## src/rtl/ex_mem_pipe.sv

```systemverilog
// EX/MEM pipeline register: one-entry skid-free holding stage between execute and memory,
// with forwarding / load-use detection toward execute, sticky FP flags and a sticky halt.
module ex_mem_pipe #(
    parameter int DATA_W = 32
) (
    input  logic              clk,
    input  logic              rst_n,

    input  logic              ex_valid,
    output logic              ex_ready,
    input  logic [DATA_W-1:0] ex_alu_result,
    input  logic [DATA_W-1:0] ex_falu_result,
    input  logic [DATA_W-1:0] ex_store_data,
    input  logic [4:0]        ex_rd_num,
    input  logic              ex_register_write,
    input  logic [1:0]        ex_register_src,
    input  logic              ex_we_cache,
    input  logic              ex_we_memory,
    input  logic              ex_is_word,
    input  logic              ex_is_nop,
    input  logic              ex_halted,
    input  logic [5:0]        ex_fp_flags,

    input  logic              flush,
    input  logic              mem_ready,
    output logic              mem_valid,
    output logic [DATA_W-1:0] mem_alu_result,
    output logic [DATA_W-1:0] mem_falu_result,
    output logic [DATA_W-1:0] mem_store_data,
    output logic [4:0]        mem_rd_num,
    output logic              mem_register_write,
    output logic              mem_we_cache,
    output logic              mem_we_memory,
    output logic              mem_is_word,
    output logic              mem_halted,
    output logic [1:0]        mem_register_src,

    input  logic [4:0]        fwd_rs_num,
    input  logic [4:0]        fwd_rt_num,
    output logic              fwd_rs_hit,
    output logic              fwd_rt_hit,
    output logic [DATA_W-1:0] fwd_data,
    output logic              load_use_stall,

    output logic [5:0]        fp_sticky,
    input  logic              fp_sticky_clear,
    output logic              halted
);

    localparam logic [1:0] SRC_MEM = 2'b01;
    localparam logic [1:0] SRC_FP  = 2'b10;

    typedef struct packed {
        logic [DATA_W-1:0] alu_result;
        logic [DATA_W-1:0] falu_result;
        logic [DATA_W-1:0] store_data;
        logic [4:0]        rd_num;
        logic              register_write;
        logic [1:0]        register_src;
        logic              we_cache;
        logic              we_memory;
        logic              is_word;
        logic              halted;
    } entry_t;

    entry_t      entry_d, entry_q;
    logic        valid_d, valid_q;
    logic [5:0]  sticky_d, sticky_q;
    logic        halted_d, halted_q;
    logic        capture;
    logic        rd_live;

    assign ex_ready = !halted_q && (!valid_q || mem_ready);
    assign capture  = ex_valid && ex_ready && !flush;

    // NOTE: every field of entry_d is assigned on every evaluation, so no latch is inferred.
    always_comb begin
        entry_d.alu_result     = ex_alu_result;
        entry_d.falu_result    = ex_falu_result;
        entry_d.store_data     = ex_store_data;
        entry_d.rd_num         = ex_rd_num;
        entry_d.register_src   = ex_register_src;
        entry_d.is_word        = ex_is_word;
        entry_d.halted         = ex_halted;
        // A nop travels down the pipe but must never write architectural state.
        entry_d.register_write = ex_register_write && !ex_is_nop;
        entry_d.we_cache       = ex_we_cache && !ex_is_nop;
        entry_d.we_memory      = ex_we_memory && !ex_is_nop;
    end

    always_comb begin
        valid_d = valid_q;
        if (flush)
            valid_d = 1'b0;
        else if (capture)
            valid_d = 1'b1;
        else if (mem_ready)
            valid_d = 1'b0;

        sticky_d = fp_sticky_clear ? 6'b0 : sticky_q;
        if (capture && !ex_is_nop)
            sticky_d = sticky_d | ex_fp_flags;

        halted_d = halted_q || (capture && ex_halted);
    end

    // NOTE: the payload is reset too, so every mem_* output reads 0 while rst_n is low.
    always_ff @(posedge clk or negedge rst_n) begin
        if (!rst_n) begin
            entry_q <= '0;
        end else if (capture) begin
            // NOTE: sequential state uses non-blocking assignments only.
            entry_q <= entry_d;
        end
    end

    always_ff @(posedge clk or negedge rst_n) begin
        if (!rst_n) begin
            valid_q  <= 1'b0;
            sticky_q <= 6'b0;
            halted_q <= 1'b0;
        end else begin
            valid_q  <= valid_d;
            sticky_q <= sticky_d;
            halted_q <= halted_d;
        end
    end

    assign mem_valid          = valid_q;
    assign mem_alu_result     = entry_q.alu_result;
    assign mem_falu_result    = entry_q.falu_result;
    assign mem_store_data     = entry_q.store_data;
    assign mem_rd_num         = entry_q.rd_num;
    assign mem_register_write = entry_q.register_write;
    assign mem_register_src   = entry_q.register_src;
    assign mem_we_cache       = entry_q.we_cache;
    assign mem_we_memory      = entry_q.we_memory;
    assign mem_is_word        = entry_q.is_word;
    assign mem_halted         = entry_q.halted;
    assign fp_sticky          = sticky_q;
    assign halted             = halted_q;

    // A load result is not available yet, so a match against it stalls instead of forwarding.
    assign rd_live        = valid_q && entry_q.register_write && (entry_q.rd_num != 5'd0);
    assign fwd_rs_hit     = rd_live && (entry_q.rd_num == fwd_rs_num) && (entry_q.register_src != SRC_MEM);
    assign fwd_rt_hit     = rd_live && (entry_q.rd_num == fwd_rt_num) && (entry_q.register_src != SRC_MEM);
    assign fwd_data       = (entry_q.register_src == SRC_FP) ? entry_q.falu_result : entry_q.alu_result;
    assign load_use_stall = rd_live && (entry_q.register_src == SRC_MEM) &&
                            ((entry_q.rd_num == fwd_rs_num) || (entry_q.rd_num == fwd_rt_num));

endmodule

```

## config.mk

```make
export PLATFORM = sky130hd
export DESIGN_NAME = ex_mem_pipe
export DESIGN_NICKNAME = d
export VERILOG_FILES = /design/src/rtl/ex_mem_pipe.sv
export SDC_FILE = /design/constraint.sdc
export NUM_CORES = 1
export LEC_CHECK = 0
export CORE_MARGIN = 1
export CORE_UTILIZATION = 39
export DETAILED_ROUTE_END_ITERATION = 10
export PLACE_DENSITY = 0.88
export SYNTH_ARGS = -nofsm -noshare
export SYNTH_HDL_FRONTEND = slang
export SYNTH_SLANG_ARGS = --single-unit
```

## constraint.sdc

```tcl
create_clock -name clk -period 1.8 [get_ports clk]
set_input_delay 0.27 -clock clk [delete_from_list [all_inputs] [get_ports clk]]
set_output_delay 0.27 -clock clk [all_outputs]
set_load 0.05 [all_outputs]
```

==> results.py, run 1 <==
metrics = {
    "run_status": {
        "status": "finished with violations",
        "violations": "negative setup slack",
    },
    "placement": {
        "io_buffers": 282,
        "post-place-cells": 989,
        "dpl_cell_area_sq_um": 8079,
        "gp_congestion": 0.7528,
        "dp_hpwl_microns": 10960,
    },
    "worst_hold_path": {
        "hold_path_class": "in -> async",
    },
    "final_layout": {
        "area_growth_pct": 77.75,
        "final_cells": 1032,
        "fin_nets": 978,
        "final_common_cell": "nand2_1",
        "final_cell_mix": "nand2_1 (322), clkdlybuf4s50_1 (129), dfrtp_1 (109), dlygate4sd2_1 (74), buf_4 (63)",
        "diodes": 0,
        "final_cell_area_sq_um": 8976,
        "drive_gt1_frac": 0.2267,
    },
    "grt": {
        "antenna_found_initial": 0,
        "grt_usage": 0.2530,
        "grt-ovfl-total": 0,
        "grt_pass1_wl_microns": 25240,
        "grt_pass1_vias": 4945,
        "grt_max_degree": 57,
    },
    "critical_path": {
        "crit_required_ns": 1.53,
        "critPathMaxFanout": 2,
        "critical_path_class": "reg -> out",
        "crit_arrival_ns": 1.99,
        "critPathLaunchType": "flip-flop",
        "cp-end-kind": "output port",
    },
    "cts": {
        "ctsLongestPathBuffers": 2,
        "cts_root_buf": "clkbuf_16",
        "clock_latency_ns": 0.41,
        "cts_tree": "done",
        "h-tree-depth": 4,
        "clk_pin_slew_ns": 0.06,
        "cts.sinks": 116,
        "cts_made_buffers": 17,
    },
    "power_and_ir_drop": {
        "ir_worst_vdd_mv": 0.9247,
        "total_power_mw": 15.59,
        "p_leak_nw": 4.766,
        "power_density_nw_per_um2": 1737,
    },
    "routing": {
        "vias": 4808,
        "drt-initial-drc-count": 226,
        "first_pass_iters": 4,
        "wl_per_cell_microns": 16.01,
        "antenna_left": 0,
        "totalWireLength_microns": 16520,
        "avgViaCountPerCell": 4.659,
        "drc": 0,
    },
    "synth": {
        "synth_fp_nets": 668,
        "synth.cell_area_sq_um": 5050,
        "yosysWarnings": 0,
        "synth.distinct_cells": 29,
        "synth-seq-cells": 116,
        "synth_seq_area_share": 0.5748,
        "synth_top_cell_area_share": 0.5748,
        "syn_inst": 537,
        "ys_top_cells_by_area": "dfrtp_1 (57%), nand2_1 (24%), mux2_2 (6.7%)",
        "syn_avg_cell_area_sq_um": 9.404,
        "yosys.area.top_type": "dfrtp_1",
    },
    "floorplan": {
        "die_h_microns": 115.8,
        "dieArea_sq_um": 13410,
        "core_sq_um": 12620,
        "fp-row-count": 41,
        "fp.dieW_microns": 115.8,
        "initial_core_util": 0.4002,
        "io-pin-count": 283,
    },
    "sta": {
        "finClkSkew_ns": 0.003837,
        "setup_tns_ns": -7.801,
        "fin_crit_sh": 1.258,
        "setup_ws_ns": -0.4640,
        "finalHoldViolCount": 0,
        "final-max-slew-violation-count": 0,
        "fmax_mhz": 441.7,
        "rsz0062_at_grt": "yes",
        "finalCriticalPeriod_ns": 2.264,
        "relSlewSlack": 0.6520,
        "worstMarginPinSlew_ns": 0.5241,
        "finalSetupViolations": 35,
    },
    "job": {
        "cap_violations": 0,
    },
}
-- where the power goes --
| part | switching, mW | total, mW | internal [mW] |
|---|---|---|---|
| registers | 0.588 | 3.95 | 3.36 |
| logic | 5.31 | 8.15 | 2.84 |
| clock network | 1.21 | 3.50 | 2.28 |
-- Yosys cell counts --
| library cell | n |
|---|---|
| o211ai_1 | 1 |
| buf_4 | 4 |
| nand2_1 | 322 |
| buf_6 | 1 |
| nand3_1 | 2 |
| nor2_1 | 3 |
| nor2b_4 | 1 |
| xnor2_1 | 4 |
| inv_1 | 1 |
| clkbuf_1 | 1 |
| xor2_1 | 6 |
| a22o_1 | 6 |
| buf_12 | 1 |
| or2b_1 | 1 |
| a211oi_1 | 1 |
| or4b_4 | 1 |
| buf_8 | 9 |
| nand2b_1 | 3 |
| mux2_2 | 30 |
| dfrtp_1 | 116 |
| buf_2 | 11 |
| nand3b_1 | 3 |
| mux2_1 | 2 |
| nor2_8 | 1 |
| clkbuf_8 | 1 |
| nor3_1 | 2 |
| or4_1 | 1 |
| nor2b_1 | 1 |
| nor4b_1 | 1 |
-- registers in the layout (all words and copies together) (netlist names), 2 cells and up --
register	flops
mem_alu_result	32
mem_falu_result	32
mem_store_data	32
fp_sticky	6
mem_rd_num	5
mem_register_src	2
-- logic make-up (layout without fill, tap and decap cells) --
group                  Yosys count  count (layout)  synth area share
flip-flops                     116             116            0.5748
XOR/XNOR                        10              10           0.01734
AND/OR/NAND/NOR                342             342            0.2691
buffers and inverters           29             352           0.05401
AO/OA/AOI/OAI                    8               8           0.01338
multiplexers                    32              32           0.07136
-- metal layers --
layer	routed length, microns	global-route usage	vias up	share of wire
met5	0	0	-	0
met4	567	0.1513	0	0.034
met3	1594	0.09571	38	0.096
met2	8216	0.4250	242	0.50
met1	6141	0.2716	2246	0.37
li1	-	-	2282	-
-- final cells by class --
type                    count  area, sq um
fillers                   921         3643
repair buffers            319         3192
flip-flops and latches    116         2912
multi-input cells         392         2033
clock buffers              20        466.7
well taps                 172        215.2
clock inverters            12        153.9
inverters                   1        3.754
-- critical path, cell delays in order (launching register included) --
cell and delay [ns]:
dfrtp_2 0.40, or4_1 0.52, o211ai_1 0.27, nand2b_4 0.20, nor2_2 0.04, buf_6 0.15
-- metrics by stage --
step,utilization,hold slack [ns],setup WS [ns]
global placement,0.6402,0.1668,-0.1506
detailed placement,0.6402,0.1706,-0.2041
global route,0.7113,0.3149,-0.5355
finish,0.7113,0.3045,-0.4640
CTS,0.7157,0.2752,-0.4638
floorplan,-,-0.02559,-0.1261
-- worst paths after layout --
kind / start / to / slack (ns) / cells past startpoint
max in group asynchronous: rst_n / mem_rd_num[4] / 0.90 / 3
min: rst_n / mem_falu_result[27] / 0.30 / 2
max reg2reg: mem_valid / mem_alu_result[22] / 0.17 / 7
max: mem_rd_num[3] / fwd_rs_hit / -0.46 / 5
min in group clk: ex_store_data[30] / mem_store_data[30] / 0.38 / 3
min reg2reg: mem_store_data[16] / mem_store_data[16] / 0.47 / 2
-- what timing repair did --
| item | in CTS | in global routing |
|---|---|---|
| setup endpoints to repair | 109 | 35 |
| hold buffers | 1 | 0 |
| resized for setup | 129 | 8 |
| pin swaps | 5 | 2 |
| hold endpoints to repair | 16 | 0 |
| buffers inserted | 8 | 2 |
| cloned | 4 | 0 |
Note: power is estimated with default switching activity, not from simulation.
==> run 2, diff against run 1 <==
--- a/config.mk
+++ b/config.mk
@@ -8,7 +8,9 @@
 export CORE_MARGIN = 1
 export CORE_UTILIZATION = 39
 export DETAILED_ROUTE_END_ITERATION = 10
+export HOLD_SLACK_MARGIN = 0.03
 export PLACE_DENSITY = 0.88
+export REMOVE_ABC_BUFFERS = 1
 export SYNTH_ARGS = -nofsm -noshare
 export SYNTH_HDL_FRONTEND = slang
 export SYNTH_SLANG_ARGS = --single-unit
==> run 2 against run 1 <==
Sequential power about the same; cell area shrank 0.99%; global-route usage up 0.63 points; flip-flop and latch count unchanged; the flow still finishes with violations (negative setup slack); routed wire length is 2.9% higher; largest power group unchanged; die area stayed put; worst setup slack gained 0.026 ns; count of clock-buffer cells in the layout rose by 3; maximum frequency grew 1.2%; core utilization shrank 0.70 points.
==> results.py, run 2 (same netlist as run 1, synthesis figures left out) <==
metrics = {
    "run_status": {
        "status": "finished with violations",
        "violations": "negative setup slack",
    },
    "routing": {
        "wl_per_cell_microns": 16.59,
        "antenna_left": 0,
        "first_pass_iters": 5,
        "vias": 4865,
        "drc": 0,
        "avgViaCountPerCell": 4.751,
        "drt-initial-drc-count": 337,
        "totalWireLength_microns": 16990,
    },
    "critical_path": {
        "critical_path_class": "reg -> out",
        "critPathLaunchType": "flip-flop",
        "cp-startpoint": "mem_rd_num[1]",
        "critPathMaxFanout": 3,
        "crit_arrival_ns": 1.97,
        "r2r-start": "mem_valid",
        "cp_slowest_cell": "dfrtp_1",
        "worst_path_largest_cell_delay_ns": 0.39,
        "crit_chain": "buf_6 > xor2_1 > nor3_1 > nand3_1 > a211oi_2 > buf_4 > buf_12",
        "cp-end-kind": "output port",
        "crit_required_ns": 1.53,
    },
    "grt": {
        "grt_pass1_wl_microns": 26010,
        "grt_pass1_vias": 5143,
        "grt_max_degree": 117,
        "antenna_found_initial": 0,
        "grt-ovfl-total": 0,
        "grt_usage": 0.2593,
    },
    "power_and_ir_drop": {
        "net-switching-power_mw": 7.076,
        "pwr-share-seq": 0.259,
        "internal_power_mw": 8.209,
        "p_leak_nw": 4.727,
        "total_power_mw": 15.28,
        "power_frac_clock": 0.193,
        "switching_share": 0.4629,
        "power_frac_comb": 0.548,
        "power_density_nw_per_um2": 1720,
        "ir_worst_vdd_mv": 1.115,
    },
    "worst_hold_path": {
        "hold_path_class": "in -> reg",
        "worstHoldStart": "ex_store_data[14]",
    },
    "final_layout": {
        "final_common_cell": "nand2_1",
        "area_growth_pct": 75.99,
        "fin_nets": 973,
        "final_cell_mix": "nand2_1 (322), clkdlybuf4s50_1 (129), dfrtp_1 (116), buf_4 (69), dlygate4sd2_1 (63)",
        "fill_cells": 891,
        "final_core_util": 0.7042,
        "diodes": 0,
        "drive_gt1_frac": 0.2218,
    },
    "placement": {
        "dp_hpwl_microns": 10970,
        "io_buffers": 282,
        "gp_congestion": 0.7558,
    },
    "floorplan": {
        "core_sq_um": 12620,
        "die_h_microns": 115.8,
        "fp-row-count": 41,
        "dieArea_sq_um": 13410,
        "io-pin-count": 283,
        "initial_core_util": 0.4002,
        "fp.dieW_microns": 115.8,
    },
    "sta": {
        "setup_tns_ns": -7.400,
        "final-max-slew-violation-count": 0,
        "worstMarginPinSlew_ns": 0.6401,
        "fmax_mhz": 446.9,
        "finalCriticalPeriod_ns": 2.238,
        "rsz0062_at_grt": "yes",
        "relSlewSlack": 0.5732,
        "whs_ns": 0.3930,
        "setup_ws_ns": -0.4375,
        "finClkSkew_ns": 0.006254,
        "fin_crit_sh": 1.243,
        "finalSetupViolations": 35,
        "finalHoldViolCount": 0,
    },
    "cts": {
        "h-tree-depth": 4,
        "cts_tree": "done",
        "cts_made_buffers": 17,
        "cts_root_buf": "clkbuf_16",
        "cts.sinks": 116,
        "ctsLongestPathBuffers": 2,
        "clk_pin_slew_ns": 0.05,
        "clock_latency_ns": 0.40,
    },
    "job": {
        "cap_violations": 0,
    },
}
run 2: changes by cell type in the layout (fill, tap and decap cells not counted), moves of 4 or more:
| cell | previous run | this run |
|---|---|---|
| dfrtp_2 | 7 | 0 |
| buf_12 | 14 | 10 |
| buf_6 | 25 | 8 |
| dlygate4sd2_1 | 74 | 63 |
| dfrtp_1 | 109 | 116 |
| buf_8 | 12 | 30 |
| buf_4 | 63 | 69 |
run 2: power by group through the flow:
stage	sequential, mW	clock, mW	combinational [mW]
3_3_place_gp	3.93	0	7.46
4_1_cts	3.94	3.01	8.37
5_1_grt	4.04	3.14	8.76
6_report	3.95	2.95	8.38
3_5_place_dp	3.96	0	7.56
2_1_floorplan	6.48	0	2.27
run 2: cell type report:
class | count | area (sq um) | share of cell area
Inverter | 1 | 3.754 | 0.0004224
Clock inverter | 6 | 30.03 | 0.003379
Tap cell | 172 | 215.2 | 0.02422
Sequential cell | 116 | 2903 | 0.3266
Multi-Input combinational cell | 392 | 2026 | 0.2279
Timing Repair Buffer | 314 | 3222 | 0.3625
Clock buffer | 23 | 488.0 | 0.05491
run 2: per-stage QoR:
stage          worst slack (ns)  area [sq um]  cells
2_1_floorplan            -7.616          4781    509
3_3_place_gp            -0.1036          7878    984
3_5_place_dp            -0.1264          7878    984
4_1_cts                 -0.4233          8895   1025
5_1_grt                 -0.5175          8887   1024
6_report                -0.4375          8887   1024
run 2: repair_timing:
| action | CTS | global route |
|---|---|---|
| hold buffers | 1 | 0 |
| hold endpoints to repair | 116 | 0 |
| buffers inserted | 7 | 1 |
| resized for setup | 171 | 4 |
| setup endpoints to repair | 98 | 35 |
| pin swaps | 3 | 6 |
| gates cloned | 4 | 0 |
run 2: per-layer routing:
layer  track usage  share of wire  wire [microns]
met4        0.1188          0.028             469
met5             0              0               0
met3       0.08421          0.087            1485
met1        0.2800           0.37            6221
met2        0.4611           0.52            8815
run 2: critical path, delay by kind of cell, from the launching register on:
family	cells	cell delay [ns]
compound gates	1	0.27
simple gates	2	0.32
flops	1	0.39
xor+xnor	1	0.17
buf+inv	3	0.42
run 2: final timing paths:
kind,endpoint,slack (ns),cells past startpoint
setup / recovery,load_use_stall,-0.44,7
setup reg to reg,mem_falu_result[7],0.17,5
max in group asynchronous,mem_falu_result[10],0.82,3
hold / removal,mem_store_data[14],0.39,3
min in group asynchronous,mem_alu_result[9],0.48,3
hold reg to reg,mem_store_data[23],0.47,2
==> run 3, diff against run 2 <==
--- a/config.mk
+++ b/config.mk
@@ -11,6 +11,7 @@
 export HOLD_SLACK_MARGIN = 0.03
 export PLACE_DENSITY = 0.88
 export REMOVE_ABC_BUFFERS = 1
+export SLEW_MARGIN = 20
 export SYNTH_ARGS = -nofsm -noshare
 export SYNTH_HDL_FRONTEND = slang
 export SYNTH_SLANG_ARGS = --single-unit
==> constraint.sdc (replaced) <==
create_clock -name clk -period 1.8 [get_ports clk]
set_input_delay 0.36 -clock clk [delete_from_list [all_inputs] [get_ports clk]]
set_output_delay 0.36 -clock clk [all_outputs]
set_load 0.01 [all_outputs]
==> run 3 against run 2 <==
The run still ends with negative setup slack left; sequential share of layout area fell by 0.94 points; sequential power about the same; clock skew rose by 0.0023 ns; hold slack improved by 0.064 ns; core utilization up 2.1 points; critical endpoint is now fwd_rt_hit; largest cell class unchanged.
==> results.py, run 3 (same netlist as run 1, synthesis figures left out) <==
metrics = {
    "run_status": {
        "status": "finished with violations",
        "violations": "negative setup slack",
    },
    "routing": {
        "avgViaCountPerCell": 4.818,
        "drt-initial-drc-count": 291,
        "wl_per_cell_microns": 17.05,
        "first_pass_iters": 5,
        "drc": 0,
        "vias": 4987,
        "antenna_left": 0,
        "totalWireLength_microns": 17640,
    },
    "power_and_ir_drop": {
        "ir_worst_vdd_mv": 0.7787,
        "p_leak_nw": 4.550,
        "power_density_nw_per_um2": 1372,
        "total_power_mw": 12.56,
    },
    "floorplan": {
        "fp.dieW_microns": 115.8,
        "core_sq_um": 12620,
        "fp-row-count": 41,
        "io-pin-count": 283,
        "die_h_microns": 115.8,
        "dieArea_sq_um": 13410,
        "initial_core_util": 0.4002,
    },
    "job": {
        "cap_violations": 0,
    },
    "grt": {
        "antenna_found_initial": 0,
        "grt_pass1_vias": 5079,
        "grt_pass1_wl_microns": 25660,
        "grt_max_degree": 64,
        "grt_usage": 0.2590,
        "grt-ovfl-total": 0,
    },
    "critical_path": {
        "cp_top_family": "simple AND/OR/NAND/NOR gates",
        "r2r-end": "mem_alu_result[27]",
        "crit_required_ns": 1.44,
        "cp_slowest_cell": "or4_4",
        "critPathMaxFanout": 2,
        "worst_path_largest_cell_delay_ns": 0.54,
        "r2r_cells": 5,
        "critical_path_class": "reg -> out",
        "crit_chain": "or4_4 > o211ai_1 > buf_4 > nand2b_4 > nor2_1 > buf_2",
        "cp-end-kind": "output port",
        "critPathLaunchType": "flip-flop",
        "crit_arrival_ns": 2.08,
        "path_buf_inv": 2,
        "r2r-start": "mem_valid",
        "r2r_slack_ns": 0.07,
    },
    "placement": {
        "dpl_cell_area_sq_um": 8123,
        "dp_hpwl_microns": 11430,
        "io_buffers": 282,
        "gp_congestion": 0.7773,
    },
    "final_layout": {
        "area_growth_pct": 81.29,
        "fill_cells": 894,
        "final_cell_area_sq_um": 9155,
        "fin_nets": 984,
        "final_cell_mix": "nand2_1 (322), clkdlybuf4s50_1 (237), dfrtp_1 (115), buf_6 (40), mux2_4 (32)",
        "final_common_cell": "nand2_1",
        "drive_gt1_frac": 0.1727,
        "diodes": 0,
    },
    "sta": {
        "worstMarginPinSlew_ns": 0.3427,
        "finClkSkew_ns": 0.008508,
        "relSlewSlack": 0.7715,
        "setup_ws_ns": -0.6393,
        "fmax_mhz": 410.0,
        "fin_crit_sh": 1.355,
        "finalSetupViolations": 35,
        "rsz0062_at_grt": "yes",
        "setup_tns_ns": -11.61,
        "final-max-slew-violation-count": 0,
        "finalHoldViolCount": 0,
        "finalCriticalPeriod_ns": 2.439,
    },
    "cts": {
        "ctsLongestPathBuffers": 2,
        "cts_tree": "done",
        "h-tree-depth": 4,
        "clock_latency_ns": 0.41,
        "clk_pin_slew_ns": 0.05,
        "cts.sinks": 116,
        "cts_made_buffers": 17,
        "cts_root_buf": "clkbuf_16",
    },
    "worst_hold_path": {
        "hold_path_class": "in -> async",
    },
}
## run 3: cell types whose count changed in the layout (fill, tap and decap cells not counted), sizes merged
cell / delta
clkdlybuf4s50: +108
dlygate4sd2: -57
buf: -43
dlymetal6s2s: +3
clkinv: -2
bufinv: +1
clkbuf: +1
## run 3: timing repair
action | CTS | global route
hold buffers | 1 | 0
resized for setup | 214 | 27
endpoints found under the hold margin | 21 | 0
setup endpoints to repair | 41 | 39
buffers inserted | 15 | 5
cloned | 4 | 0
pin swaps | 3 | 6
## run 3: final cells by class
class / count / area [sq um] / area share
repair buffers: 325 / 3443 / 0.3761
flip-flops and latches: 116 / 2904 / 0.3172
multi-input cells: 392 / 2037 / 0.2225
clock buffers: 24 / 501.7 / 0.05480
well taps: 172 / 215.2 / 0.02351
clock inverters: 5 / 50.05 / 0.005467
inverters: 1 / 3.754 / 0.0004100
## run 3: how the worst max path moves through the flow
stage,start,to,slack (ns),depth (start not counted)
floorplan,mem_valid,halted,-7.39,4
global placement,fwd_rt_num[1],load_use_stall,-0.59,6
detailed placement,fwd_rt_num[0],load_use_stall,-0.61,6
CTS,mem_rd_num[3],fwd_rs_hit,-0.52,6
global route,mem_rd_num[4],fwd_rt_hit,-0.70,6
finish,mem_rd_num[4],fwd_rt_hit,-0.64,6
## run 3: worst reg2reg max path, stage by stage, from the launching register on
cell,delay [ns]
dfrtp_1,0.43
nor2b_4,0.16
or4b_4,0.56
buf_12,0.22
nand2_1,0.20
nand2_1,0.06
## run 3: power breakdown
part	internal, mW	leakage [nW]	total [mW]	switching (mW)
clock network	2.04	0.278	3.14	1.09
registers	3.35	1.50	3.97	0.612
logic	3.29	2.77	5.46	2.17
## run 3: metrics by stage
stage                     setup WS, ns  instances  utilization  hold slack, ns
final                          -0.6393       1035       0.7255          0.4570
after global routing           -0.7043       1035       0.7255          0.4583
after CTS                      -0.5170       1035       0.7201          0.4272
after detailed placement       -0.6135        987       0.6437          0.2944
after global placement         -0.5940        987       0.6437          0.2954
after floorplan                 -7.389        509            -         0.06441
## run 3: routing by layer
| layer | track usage | vias up | share of wire |
|---|---|---|---|
| met5 | 0 | - | 0 |
| met4 | 0.1444 | 0 | 0.038 |
| met3 | 0.09362 | 57 | 0.085 |
| met2 | 0.4508 | 241 | 0.51 |
| met1 | 0.2715 | 2394 | 0.36 |
| li1 | - | 2295 | - |
